<file path="config.mk">
export PLATFORM = sky130hd
export DESIGN_NAME = uart_alu_interface
export DESIGN_NICKNAME = d
export VERILOG_FILES = /design/src/rtl/uart_alu_pkg.sv /design/src/rtl/uart_alu_interface_alu.sv /design/src/rtl/uart_alu_interface.sv
export SDC_FILE = /design/constraint.sdc
export NUM_CORES = 1
export LEC_CHECK = 0
export CAP_MARGIN = 20
export CORE_MARGIN = 2
export CORE_UTILIZATION = 60
export CTS_BUF_LIST = sky130_fd_sc_hd__clkbuf_2 sky130_fd_sc_hd__clkbuf_4 sky130_fd_sc_hd__clkbuf_8
export CTS_CLUSTER_SIZE = 25
export DETAILED_ROUTE_END_ITERATION = 6
export GPL_ROUTABILITY_DRIVEN = 0
export PLACE_DENSITY = 0.82
export REMOVE_ABC_BUFFERS = 1
export SETUP_SLACK_MARGIN = 0.4
export SYNTH_ARGS = -nofsm -noshare
export SYNTH_HDL_FRONTEND = slang
export SYNTH_SLANG_ARGS = --single-unit
</file>
<file path="constraint.sdc">
create_clock -name i_clock -period 3.45 [get_ports i_clock]
set_clock_uncertainty 0.05 [all_clocks]
set_input_delay 1.035 -clock i_clock [delete_from_list [all_inputs] [get_ports i_clock]]
set_output_delay 1.035 -clock i_clock [all_outputs]
set_load 0.01 [all_outputs]
</file>
<file path="src/rtl/uart_alu_pkg.sv">
// uart_alu_pkg: opcode constants and state encoding shared by the UART/ALU
// frame assembler and its ALU.
package uart_alu_pkg;

  localparam logic [5:0] OP_ADD = 6'h20;
  localparam logic [5:0] OP_SUB = 6'h22;
  localparam logic [5:0] OP_AND = 6'h24;
  localparam logic [5:0] OP_OR  = 6'h25;
  localparam logic [5:0] OP_XOR = 6'h26;
  localparam logic [5:0] OP_NOR = 6'h27;
  localparam logic [5:0] OP_SRA = 6'h03;
  localparam logic [5:0] OP_SRL = 6'h02;

  typedef enum logic [2:0] {
    WAIT_A  = 3'd0,
    WAIT_B  = 3'd1,
    WAIT_OP = 3'd2,
    SEND    = 3'd3,
    WAIT_TX = 3'd4
  } state_t;

endpackage

</file>
<file path="src/rtl/uart_alu_interface_alu.sv">
// alu: combinational ALU evaluated on the opcode byte. Arithmetic wraps
// modulo 2^NB_DATA; unknown opcodes yield zero.
module alu
  import uart_alu_pkg::*;
#(
  parameter int NB_DATA = 8,
  parameter int NB_OP   = 6
) (
  input  logic [NB_DATA-1:0] i_a,
  input  logic [NB_DATA-1:0] i_b,
  input  logic [NB_OP-1:0]   i_op,
  output logic [NB_DATA-1:0] o_result
);

  // Shift amounts at or beyond the operand width saturate explicitly.
  localparam logic [NB_DATA-1:0] LP_WIDTH = NB_DATA[NB_DATA-1:0];

  // Opcode decode and result selection.
  always_comb begin
    o_result = '0;
    case (i_op)
      OP_ADD:  o_result = i_a + i_b;
      OP_SUB:  o_result = i_a - i_b;
      OP_AND:  o_result = i_a & i_b;
      OP_OR:   o_result = i_a | i_b;
      OP_XOR:  o_result = i_a ^ i_b;
      OP_NOR:  o_result = ~(i_a | i_b);
      OP_SRA:  o_result = (i_b >= LP_WIDTH) ? {NB_DATA{i_a[NB_DATA-1]}}
                                            : NB_DATA'($signed(i_a) >>> i_b);
      OP_SRL:  o_result = (i_b >= LP_WIDTH) ? '0 : (i_a >> i_b);
      default: o_result = '0;
    endcase
  end

endmodule

</file>
<file path="src/rtl/uart_alu_interface.sv">
// uart_alu_interface: collects operand A, operand B and opcode bytes from the
// UART receiver, evaluates the ALU and hands the result byte to the UART
// transmitter with a start/done handshake.
// Optional feature: define UART_IF_TIMEOUT_EN to discard partial frames after
// TIMEOUT_CYCLES idle cycles in WAIT_B / WAIT_OP.
module uart_alu_interface
  import uart_alu_pkg::*;
#(
  parameter int NB_DATA        = 8,
  parameter int NB_OP          = 6,
  parameter int TIMEOUT_CYCLES = 2_000_000
) (
  input  logic               i_clock,
  input  logic               i_reset,
  input  logic               i_rx_done_tick,
  input  logic [NB_DATA-1:0] i_rx_data,
  input  logic               i_tx_done_tick,
  output logic               o_tx_start,
  output logic [NB_DATA-1:0] o_tx_data,
  output logic               o_overrun,
  output logic               o_timeout
);

  state_t             r_state;
  state_t             w_next;
  logic [NB_DATA-1:0] r_a;
  logic [NB_DATA-1:0] r_b;
  logic [NB_DATA-1:0] r_result;
  logic               r_overrun;
  logic [NB_DATA-1:0] w_alu_result;
  logic               w_timeout_hit;
  logic               w_busy;

  alu #(
    .NB_DATA (NB_DATA),
    .NB_OP   (NB_OP)
  ) u_alu (
    .i_a      (r_a),
    .i_b      (r_b),
    .i_op     (i_rx_data[NB_OP-1:0]),
    .o_result (w_alu_result)
  );

  // A result is pending or being transmitted; incoming bytes are dropped.
  assign w_busy = (r_state == SEND) || (r_state == WAIT_TX);

`ifdef UART_IF_TIMEOUT_EN
  localparam int                  LP_CNT_W = $clog2(TIMEOUT_CYCLES);
  localparam logic [LP_CNT_W-1:0] LP_CNT_MAX = LP_CNT_W'(TIMEOUT_CYCLES - 1);

  logic [LP_CNT_W-1:0] r_cnt;
  logic                r_timeout;
  logic                w_partial;

  assign w_partial     = (r_state == WAIT_B) || (r_state == WAIT_OP);
  // An arriving byte in the expiry cycle wins over the timeout.
  assign w_timeout_hit = w_partial && (r_cnt == LP_CNT_MAX) && !i_rx_done_tick;

  // Inter-byte idle counter, cleared on every accepted byte or outside a partial frame.
  always_ff @(posedge i_clock or posedge i_reset) begin
    if (i_reset) begin
      r_cnt     <= '0;
      r_timeout <= 1'b0;
    end else begin
      r_timeout <= w_timeout_hit;
      if (w_partial && !i_rx_done_tick && !w_timeout_hit) r_cnt <= r_cnt + 1'b1;
      else                                                r_cnt <= '0;
    end
  end

  assign o_timeout = r_timeout;
`else
  assign w_timeout_hit = 1'b0;
  assign o_timeout     = 1'b0;
`endif

  // State register.
  always_ff @(posedge i_clock or posedge i_reset) begin
    if (i_reset) r_state <= WAIT_A;
    else         r_state <= w_next;
  end

  // Next-state logic for the byte collection and transmit handshake.
  always_comb begin
    w_next = r_state;
    case (r_state)
      WAIT_A:  if (i_rx_done_tick) w_next = WAIT_B;
      WAIT_B:  if (i_rx_done_tick) w_next = WAIT_OP;
               else if (w_timeout_hit) w_next = WAIT_A;
      WAIT_OP: if (i_rx_done_tick) w_next = SEND;
               else if (w_timeout_hit) w_next = WAIT_A;
      SEND:    w_next = WAIT_TX;
      WAIT_TX: if (i_tx_done_tick) w_next = WAIT_A;
      default: w_next = WAIT_A;
    endcase
  end

  // Operand/result capture and sticky overrun flag.
  always_ff @(posedge i_clock or posedge i_reset) begin
    if (i_reset) begin
      r_a       <= '0;
      r_b       <= '0;
      r_result  <= '0;
      r_overrun <= 1'b0;
    end else begin
      if (i_rx_done_tick && (r_state == WAIT_A))  r_a      <= i_rx_data;
      if (i_rx_done_tick && (r_state == WAIT_B))  r_b      <= i_rx_data;
      if (i_rx_done_tick && (r_state == WAIT_OP)) r_result <= w_alu_result;
      if (i_rx_done_tick && w_busy)               r_overrun <= 1'b1;
    end
  end

  assign o_tx_start = (r_state == SEND);
  assign o_tx_data  = r_result;
  assign o_overrun  = r_overrun;

endmodule

</file>
==> flow_metrics.env <==
export IMPL_outcome="complete, no violations"
export IMPL_fin_cells=400
export IMPL_min_path_type="flop to flop"
export IMPL_tns_ns=0
export IMPL_start_util_pct=62.0
export IMPL_ant_nets=0
export IMPL_grt_first_pass_wirelength_um=12400
export IMPL_insertion_delay_ns=0.29
export IMPL_synthArstFlopShare_pct=100
export IMPL_die_height_um=71.1
export IMPL_antenna_found_initial=0
export IMPL_p_int_mw=1.75
export IMPL_root_buffer="clkbuf_8"
export IMPL_routed_wl_um=7550
export IMPL_tritoncts="done"
export IMPL_hold_depth=1
export IMPL_path_class="input pin to flop"
export IMPL_crit_fanout=4
export IMPL_dr_pass1_iters=5
export IMPL_vias=2666
export IMPL_post_place_ws_ns=-0.278
export IMPL_min_period_ns=3.10
export IMPL_h_tree_depth=1
export IMPL_dpl_hpwl_um=5210
export IMPL_synth_cell_area_mm2=0.00270
export IMPL_ys_seq_elements=28
export IMPL_dieArea_mm2=0.00505
export IMPL_worst_r2r_startpoint="r_b[2]"
export IMPL_final_cell_mix="30 x nand2_1, 28 x dfrtp_1, 27 x buf_4"
export IMPL_drt_iter0_drc=244
export IMPL_startpoint="i_rx_data[3]"
export IMPL_remaining_drc_errors=0
export IMPL_coreArea_mm2=0.00435
export IMPL_final_common_cell="nand2_1"
export IMPL_grt_start_max_net_pins=29
export IMPL_crit_path_start_kind="input pin"
export IMPL_grt_ovfl_total=0
export IMPL_pwr_share_clk_pct=8.3
export IMPL_rsz0062_at_grt="yes"
export IMPL_finalHoldViolCount=0
export IMPL_worst_slack_ns=0.349
export IMPL_clkTransAtPathRegs_ns=0.10
export IMPL_powerDensity_mw_per_mm2=1010
export IMPL_critPathArrivalTime_ns=3.23
export IMPL_slew_viol_final=0
export IMPL_synth_warnings=0
export IMPL_track_usage_pct=31.0
export IMPL_worst_slew_pin_slew_ns=0.595
export IMPL_relSlewSlack_pct=60.0
export IMPL_peakVddDrop_uv=456
export IMPL_rr_worst_depth=9
export IMPL_drv_cap=0
export IMPL_nets=386
export IMPL_dp_cells=390
export IMPL_critPathCaptureType="flop"
export IMPL_seqPwrFrac_pct=21.6
export IMPL_vias_per_cell=6.67
export IMPL_worst_ep_required_time_ns=3.58
export IMPL_numCtsBuffers=3
export IMPL_drive_above_1_share_pct=20.7
export IMPL_power_net_switching_mw=1.58
export IMPL_r2r_slack_ns=0.60
export IMPL_p_leak_nw=1.43
export IMPL_yosysSeqAreaShare_pct=25.9
export IMPL_syn_inst=314
export IMPL_p_comb_share_pct=70.1
export IMPL_fin_util_pct=75.4
export IMPL_die_x_um=71.1
export IMPL_fp_row_count=24
export IMPL_setup_violations=0
export IMPL_syn_to_final_growth_pct=21.6
export IMPL_diodes=0
export IMPL_synth_enable_flop_cells=0
export IMPL_grt_pass1_vias=2591
export IMPL_min_delay_start="o_overrun"
export IMPL_syn_area_per_cell_um2=8.60
export IMPL_synth_distinct_cells=63
export IMPL_clock_fmax_ghz=0.323
export IMPL_cts_sinks=28
export IMPL_synthFlopType="dfrtp_1"
export IMPL_io_pins=23
export IMPL_wl_per_cell_um=18.9
export IMPL_cts_buffer_depth=2
export IMPL_io_buffers=21
export IMPL_hold_ws_ns=0.417
export IMPL_switching_share_pct=47.4
export IMPL_finalCritPeriodShare_pct=89.9
==> worst paths after layout <==
kind | to
hold / removal | o_overrun
setup / recovery | o_tx_data[6]
min in group asynchronous | r_b[3]
hold reg to reg | o_overrun
setup reg to reg | o_tx_data[7]
max in group asynchronous | o_tx_data[4]
==> layout make-up <==
type,count,area [um2]
inverter,22,82.6
sequential,28,701
timing repair buffer,50,429
clock inverter,1,30.0
multi-input combinational,244,1940
clock buffer,3,41.3
fill,309,1070
tap,52,65.1
==> flip-flops by register name, indices dropped and copies added, names as in the netlist <==
| name | count |
|---|---|
| o_tx_data | 8 |
| o_overrun | 1 |
| r_a | 8 |
| r_state | 3 |
| r_b | 8 |
==> Yosys cell counts, types with 2 or more instances <==
master     n  share of area, %
o21ai_0   26               4.8
ha_1      24                11
xor2_1     6               1.9
o211ai_1   2              0.56
nand4_1    2              0.46
nand2_1   31               4.3
nor2_1    19               2.6
mux2_2     4               1.7
buf_2      4              0.74
a21oi_1   11               2.0
and3_1     5               1.2
o21ai_1    3              0.56
xnor2_1   13               4.2
or2_2      3              0.70
nand2b_1   2              0.46
nand3_1    3              0.56
nor4_1     3              0.70
dfrtp_1   28                26
o22ai_1    2              0.46
a211oi_1  11               3.1
o311ai_1   3              0.97
a31oi_1    3              0.70
clkbuf_1  12               1.7
o31ai_1    3              0.83
nand3b_1   6               1.7
mux2i_1   10               3.7
or4_1      2              0.56
a211o_1    2              0.65
inv_1     22               3.1
and2_1     2              0.46
a21o_1     3              0.83
a311oi_1   3              0.97
nor2b_1    7               1.6
mux4_2     3               2.5
a32oi_1    2              0.65
nor4b_2    2               1.1
==> critical path, stage by stage <==
cell	delay (ns)
buf_8	0.10
nor4b_4	0.37
and2_4	0.24
nor2_4	0.05
xnor2_1	0.12
ha_1	0.34
a211oi_2	0.31
o21bai_1	0.11
a21oi_1	0.18
xor2_1	0.09
o311ai_1	0.28
==> cells by family (layout without fill, tap and decap cells) <==
logic type,count (synthesis),count (layout),share of synthesized area [%]
AO/OA/AOI/OAI,88,88,22.2
XOR/XNOR,19,19,6.16
adder cells (fa/ha/maj),25,25,11.9
buffers and inverters,42,76,6.58
flip-flops,28,28,25.9
multiplexers,17,17,7.88
other,1,1,0.139
AND/OR/NAND/NOR,94,94,19.2
==> routing by layer <==
layer | global-route usage (%) | wire length [um] | vias to the layer above
met2 | 51.7 | 3510 | 167
met4 | 12.4 | 293 | 0
met5 | 0 | 0 | -
met1 | 40.7 | 3090 | 1244
met3 | 4.27 | 643 | 45
li1 | - | - | 1210
==> power groups by stage <==
stage / Clock, mW / Sequential (mW) / Combinational (mW)
after floorplan: 0 / 0.685 / 1.31
after global placement: 0 / 0.703 / 1.87
after detailed placement: 0 / 0.710 / 1.93
after CTS: 0.275 / 0.701 / 2.16
after global routing: 0.289 / 0.734 / 2.53
final: 0.275 / 0.718 / 2.33
==> per-stage QoR <==
step                area [um2]  power [mW]
global route              3280        3.55
detailed placement        3060        2.64
floorplan                 2610        1.99
finish                    3280        3.33
CTS                       3220        3.14
global placement          3060        2.57
==> timing repair <==
action / in CTS / in global routing
buffers inserted: 4 / 2
endpoints found under the setup margin: 7 / 5
pin swaps: 17 / 20
gates resized for setup: 31 / 19
hold buffers: 0 / 0
(Power assumes the default switching activity.)
